--- src/rtl/fp8_pkg.sv ---
`default_nettype none
// ============================================================================
// Module      : fp8_pkg
// Description : Shared definitions for the log-fp8 datapath. Holds the e4m3
//               field layout, the integer exponent-code range, the NaN
//               pattern and the stage-1 payload of the fp8 -> code converter.
// Revision    : 1.0  initial release
// ============================================================================
package fp8_pkg;

    // e4m3 layout: {sign, exp[3:0], mant[2:0]}, exponent bias 7
    localparam int E4M3_W   = 8;
    localparam int SIGN_BIT = 7;
    localparam int EXP_MSB  = 6;
    localparam int EXP_LSB  = 3;
    localparam int EXP_W    = 4;
    localparam int MANT_MSB = 2;
    localparam int MANT_LSB = 0;
    localparam int MANT_W   = 3;
    localparam int EXP_BIAS = 7;

    // Integer exponent-code space shared with the float8 encoder
    localparam int CODE_MIN_K = -7;
    localparam int CODE_MAX_K = 8;
    localparam int CODE_BIAS  = 7;
    localparam int CODE_W     = 4;

    // Rounded magnitude width; value 16 flags overflow
    localparam int MAG_W = 5;

    // S.1111.111 with the sign bit excluded
    localparam logic [6:0] NAN_PATTERN = 7'h7F;

    typedef struct packed {
        logic             sign;
        logic [MAG_W-1:0] mag;
        logic             zero;
        logic             nan;
    } s1_payload_t;

    // Biased code of a clamped k, wrapped to 4 bits (k=-7 -> 0, k=8 -> 15)
    function automatic logic [CODE_W-1:0] biased_code(input logic signed [5:0] k);
        return k[CODE_W-1:0] + CODE_W'(CODE_BIAS);
    endfunction

endpackage
`default_nettype wire

--- src/rtl/fp8_round_mag.sv ---
`default_nettype none
// ============================================================================
// Module      : fp8_round_mag
// Description : Combinational e4m3 magnitude rounder. Rounds |x| to the
//               nearest integer (ties away from zero); any result above 8
//               reports 16 as an overflow marker. Also detects exact zero
//               and NaN.
// Ports       : exp_field  [3:0] in  - biased exponent
//               mant_field [2:0] in  - mantissa
//               mag        [4:0] out - rounded magnitude (16 = overflow)
//               is_zero          out - exponent and mantissa both zero
//               is_nan           out - exponent/mantissa equal NaN pattern
// Revision    : 1.0  initial release
// ============================================================================
module fp8_round_mag
    import fp8_pkg::*;
(
    input  logic [EXP_W-1:0]  exp_field,
    input  logic [MANT_W-1:0] mant_field,
    output logic [MAG_W-1:0]  mag,
    output logic              is_zero,
    output logic              is_nan
);

    logic [3:0] mant_plus_one;

    always_comb begin
        mag           = 5'd0;
        mant_plus_one = {1'b0, mant_field} + 4'd1;
        case (exp_field)
            4'd6:  mag = 5'd1;                                 // [0.5, 1)
            4'd7:  mag = mant_field[2] ? 5'd2 : 5'd1;          // 1.5 ties up
            4'd8: begin                                        // step 0.25
                if (mant_field <= 3'd1)
                    mag = 5'd2;
                else if (mant_field <= 3'd5)
                    mag = 5'd3;
                else
                    mag = 5'd4;
            end
            // step 0.5: 4 + M/2 rounded half-up == 4 + (M+1)/2
            4'd9:  mag = 5'd4 + {2'b00, mant_plus_one[3:1]};
            4'd10: mag = (mant_field == 3'd0) ? 5'd8 : 5'd16;
            4'd11, 4'd12, 4'd13, 4'd14, 4'd15: mag = 5'd16;
            default: mag = 5'd0;                               // |x| < 0.5
        endcase
    end

    assign is_zero = ({exp_field, mant_field} == 7'd0);
    assign is_nan  = ({exp_field, mant_field} == NAN_PATTERN);

endmodule
`default_nettype wire

--- src/rtl/fp8_to_int_code.sv ---
`default_nettype none
// ============================================================================
// Module      : fp8_to_int_code
// Description : Two-stage pipelined e4m3 -> biased integer exponent code.
//               S1 registers sign, rounded magnitude and zero/NaN flags; S2
//               applies the sign, clamps k to [-7, 8] and registers k+7 plus
//               the zero/sat/nan flags. Valid/ready on both sides, one
//               result per cycle.
// Parameters  : OUT_REG_RESET_CODE - out_code value after reset
// Ports       : clk, rst_n (sync, active-low)
//               in_valid/in_ready/in_data[7:0]   - e4m3 input stream
//               out_valid/out_ready              - output handshake
//               out_code[3:0], out_zero, out_sat, out_nan - result
//               stat_sat_cnt[15:0], stat_nan_cnt[15:0]
//                 - only when FP8_TO_INT_STATS_EN is defined
// Options     : FP8_TO_INT_STATS_EN - saturating counters of transferred
//               sat / nan results
// Revision    : 1.0  initial release
// ============================================================================
module fp8_to_int_code
    import fp8_pkg::*;
#(
    parameter logic [3:0] OUT_REG_RESET_CODE = 4'd7
) (
    input  logic              clk,
    input  logic              rst_n,
    input  logic              in_valid,
    output logic              in_ready,
    input  logic [E4M3_W-1:0] in_data,
    output logic              out_valid,
    input  logic              out_ready,
    output logic [CODE_W-1:0] out_code,
    output logic              out_zero,
    output logic              out_sat,
`ifdef FP8_TO_INT_STATS_EN
    output logic [15:0]       stat_sat_cnt,
    output logic [15:0]       stat_nan_cnt,
`endif
    output logic              out_nan
);

    localparam logic signed [5:0] K_MAX = 6'(CODE_MAX_K);
    localparam logic signed [5:0] K_MIN = 6'(CODE_MIN_K);

    // ---------------- Stage 1 ----------------
    logic             s1_valid;
    s1_payload_t      s1;
    logic             s1_ready;
    logic             s2_ready;
    logic [MAG_W-1:0] rnd_mag;
    logic             rnd_zero;
    logic             rnd_nan;

    fp8_round_mag u_round (
        .exp_field  (in_data[EXP_MSB:EXP_LSB]),
        .mant_field (in_data[MANT_MSB:MANT_LSB]),
        .mag        (rnd_mag),
        .is_zero    (rnd_zero),
        .is_nan     (rnd_nan)
    );

    assign s2_ready = !out_valid || out_ready;
    assign s1_ready = !s1_valid || s2_ready;
    assign in_ready = s1_ready;

    always_ff @(posedge clk) begin
        if (!rst_n) begin
            s1_valid <= 1'b0;
            s1       <= '0;
        end else if (s1_ready) begin
            s1_valid <= in_valid;
            if (in_valid) begin
                s1.sign <= in_data[SIGN_BIT];
                s1.mag  <= rnd_mag;
                s1.zero <= rnd_zero;
                s1.nan  <= rnd_nan;
            end
        end
    end

    // ---------------- Stage 2 ----------------
    logic signed [5:0]  k_raw;
    logic signed [5:0]  k_clamped;
    logic [CODE_W-1:0]  code_next;
    logic               sat_next;

    always_comb begin
        // -0 yields k_raw = 0, so it lands on code 7 like +0
        k_raw     = s1.sign ? -$signed({1'b0, s1.mag}) : $signed({1'b0, s1.mag});
        k_clamped = k_raw;
        sat_next  = 1'b0;
        if (k_raw > K_MAX) begin
            k_clamped = K_MAX;
            sat_next  = 1'b1;
        end else if (k_raw < K_MIN) begin
            k_clamped = K_MIN;
            sat_next  = 1'b1;
        end
        code_next = biased_code(k_clamped);
        // NaN overrides the numeric path so the flags stay exclusive
        if (s1.nan) begin
            code_next = '0;
            sat_next  = 1'b0;
        end
    end

    always_ff @(posedge clk) begin
        if (!rst_n) begin
            out_valid <= 1'b0;
            out_code  <= OUT_REG_RESET_CODE;
            out_zero  <= 1'b0;
            out_sat   <= 1'b0;
            out_nan   <= 1'b0;
        end else if (s2_ready) begin
            out_valid <= s1_valid;
            if (s1_valid) begin
                out_code <= code_next;
                out_zero <= s1.zero;
                out_sat  <= sat_next;
                out_nan  <= s1.nan;
            end
        end
    end

`ifdef FP8_TO_INT_STATS_EN
    // Only transferred results count; a stalled output is seen once
    logic out_xfer;
    assign out_xfer = out_valid && out_ready;

    always_ff @(posedge clk) begin
        if (!rst_n) begin
            stat_sat_cnt <= 16'd0;
            stat_nan_cnt <= 16'd0;
        end else begin
            if (out_xfer && out_sat && (stat_sat_cnt != 16'hFFFF))
                stat_sat_cnt <= stat_sat_cnt + 16'd1;
            if (out_xfer && out_nan && (stat_nan_cnt != 16'hFFFF))
                stat_nan_cnt <= stat_nan_cnt + 16'd1;
        end
    end
`endif

endmodule
`default_nettype wire

--- config.mk ---
export PLATFORM = sky130hd
export DESIGN_NAME = fp8_to_int_code
export DESIGN_NICKNAME = d
export VERILOG_FILES = /design/src/rtl/fp8_pkg.sv /design/src/rtl/fp8_round_mag.sv /design/src/rtl/fp8_to_int_code.sv
export SDC_FILE = /design/constraint.sdc
export NUM_CORES = 1
export LEC_CHECK = 0
export ABC_AREA = 1
export CORE_ASPECT_RATIO = 1.4
export CORE_MARGIN = 3
export CORE_UTILIZATION = 24
export CTS_CLUSTER_DIAMETER = 40
export DETAILED_ROUTE_END_ITERATION = 16
export GPL_TIMING_DRIVEN = 0
export RECOVER_POWER = 25
export REMOVE_ABC_BUFFERS = 1
export SKIP_CTS_REPAIR_TIMING = 1
export SLEW_MARGIN = 20
export SYNTH_ARGS = -nofsm -noshare
export SYNTH_HDL_FRONTEND = slang
export SYNTH_SLANG_ARGS = --single-unit
--- constraint.sdc ---
create_clock -name clk -period 2.6 [get_ports clk]
set_input_delay 0.52 -clock clk [delete_from_list [all_inputs] [get_ports clk]]
set_output_delay 0.52 -clock clk [all_outputs]
set_load 0.01 [all_outputs]
==> results.yml <==
status:
  status: "finished, final reports clean"
clock_tree:
  cts_tree: "yes"
  clkSinkCount: 17
  ctsLongestPathBuffers: 2
  h-tree-depth: 1
  path_clk_slew_ps: 70
  cts_made_buffers: 3
  clk-insertion-delay-late_ps: 250
  cts_root_buf: "clkbuf_8"
run:
  cap_violations: 0
timing:
  tightest_slew_ps: 385
  slew_violations: 0
  finalSetupViolCount: 0
  rsz0062_at_grt: "no"
  fin_ws_ps: 303
  fin_crit_sh: 0.883
  holdWs_ps: 467
  finClkSkew_ps: 7.50
  period_needed_ps: 2300
  slew_headroom: 0.743
  timing.final.hold_violations: 0
  max_freq_mhz: 435
  tns_ps: 0
power:
  power_density_nw_per_um2: 446
  peakVddDrop_v: 0.000165
  power_leakage_nw: 0.604
critical_path:
  max_stage_delay_ps: 550
  path_class: "in -> out"
  crit_chain: "dlygate4sd3_1, clkinv_1, nand3_1, clkdlybuf4s50_1"
  cp-start-kind: "primary input"
  required_ps: 2080
  cp.arrival_ps: 1780
  cp_max_fo: 3
  crit_slowest_cell: "clkdlybuf4s50_1"
  critPathTopFamily: "buffers and inverters"
  cp_num_buf_inv: 3
  cp-end-kind: "output pin"
logic_synthesis:
  synth_warnings: 0
  synthTopCellsByCount: "35 x nand2_1, 17 x dfxtp_1, 15 x inv_1, 11 x a21oi_1, 11 x nand3_1"
  async_flop_share: 0
  synth_top_area_frac: 0.320
  synth_most_common_cell: "nand2_1"
  ys_seq_area_frac: 0.320
  syn-instance-count: 154
  synth_area_leader_cell: "dfxtp_1"
  synthFlopType: "dfxtp_1"
  ys_top_cells_by_area: "dfxtp_1 32%, nand2_1 12%, ha_1 7.1%"
  post_synth.cell_area_avg_sq_um: 6.91
  synth_seq_cells: 17
  synth_edf_count: 0
  ys_types: 29
  syn_area_sq_um: 1060
placement:
  port_buffers: 20
  gp_congestion: 0.777
  post-dp-hpwl_mm: 1.87
  dp.cells: 232
  pre_cts_slack_ps: 406
final_layout:
  layout.cells.non_filler: 236
  layout-drive-gt1-share: 0.159
  synthToLayoutAreaGrowth_pct: 28.6
  n_fill_cell: 480
  diodes: 0
  regArea_sq_um: 340
  nets: 195
  multiInputGateArea_sq_um: 616
  final_core_util: 0.323
floorplanning:
  dieArea_sq_um: 5280
  io_pins: 21
  core_area_sq_um: 4240
  fp-row-count: 28
  start_util: 0.251
  die_width_um: 62.3
  die_h_um: 84.8
routing:
  first_pass_iters: 4
  vias_per_cell: 4.36
  post_drt_wl_per_cell_um: 9.50
  drc: 0
  detail-route-antenna-nets: 0
  via_count: 1029
  routed_wl_mm: 2.24
  drtIter0Drc: 15
global_route:
  grt_max_degree: 12
  grt_pass1_wl_mm: 4.04
  antenna_found_initial: 0
  grt_remaining_overflow: 0
  grt_pass1_vias: 999
  grt_usage: 0.0944
worst_hold_path:
  hp-class: "reg -> reg"
final timing paths:
path | start | endpoint | slack (ps) | cells after the start
min | out_sat | out_sat | 470 | 2
max | out_ready | in_ready | 300 | 4
max reg2reg | s1[2] | out_code[1] | 610 | 14
min reg2reg | out_sat | out_sat | 470 | 2
where the power goes:
| group | switching, mW | internal [mW] | leakage [nW] | total, mW |
|---|---|---|---|---|
| Combinational | 0.0690 | 0.0588 | 0.439 | 0.128 |
| Sequential | 0.0108 | 0.274 | 0.139 | 0.285 |
| Clock | 0.0913 | 0.106 | 0.0255 | 0.198 |
| Total | 0.171 | 0.439 | 0.604 | 0.610 |
sequential cells by signal, summed over array words and instances, names as in the netlist:
signal and cells:
s1 8, out_code 4, out_nan 1, out_sat 1, out_valid 1, out_zero 1
s1_valid 1
layout by cell type, fill, tap and decap left out, types with 2 or more instances in the layout:
master | Yosys | routed
nand3_2 | 3 | 3
clkdlybuf4s50_1 | 0 | 17
nor2_1 | 10 | 11
nand3_1 | 11 | 11
nand2_1 | 35 | 35
nand2_2 | 8 | 8
inv_1 | 15 | 15
a21oi_1 | 11 | 11
o21ai_1 | 3 | 3
dfxtp_1 | 17 | 17
ha_1 | 6 | 6
clkbuf_8 | 0 | 3
dlygate4sd3_1 | 0 | 3
inv_2 | 9 | 8
o21ai_0 | 5 | 5
nand4_1 | 3 | 3
o21ai_2 | 2 | 2
area by class of cell:
class / instances / area share
clock inverter: 1 / 0.00366
inverter: 24 / 0.0659
clock buffer: 3 / 0.0302
sequential: 17 / 0.249
multi-input combinational: 111 / 0.450
timing repair buffer: 20 / 0.146
tap: 60 / 0.0549
per-stage QoR:
stage	area [sq um]	power [mW]
floorplan	1050	0.367
global placement	1320	0.421
detailed placement	1320	0.422
CTS	1370	0.622
global route	1370	0.648
finish	1370	0.610
tightest hold or removal path: stages (launching register included):
cell     delay [ps]
dfxtp_1         310
nand2_1          60
a21oi_1          60
metal layers:
metal  part of all wire  wire length [um]  global-route usage
met5                  0                 0                   0
met4              0.021                47              0.0602
met3              0.023                52              0.0120
met2               0.56              1250               0.187
met1               0.40               895              0.0891
cells by family (layout without fill, tap and decap cells):
| kind of cell | count (synthesis) | after routing | share of synthesized area |
|---|---|---|---|
| fa+ha+maj | 6 | 6 | 0.0706 |
| simple gates | 74 | 74 | 0.329 |
| flops | 17 | 17 | 0.320 |
| compound gates | 30 | 30 | 0.173 |
| buf+inv | 26 | 48 | 0.0988 |
| xor+xnor | 1 | 1 | 0.00824 |
No activity file was read; power rests on OpenSTA's default activity.
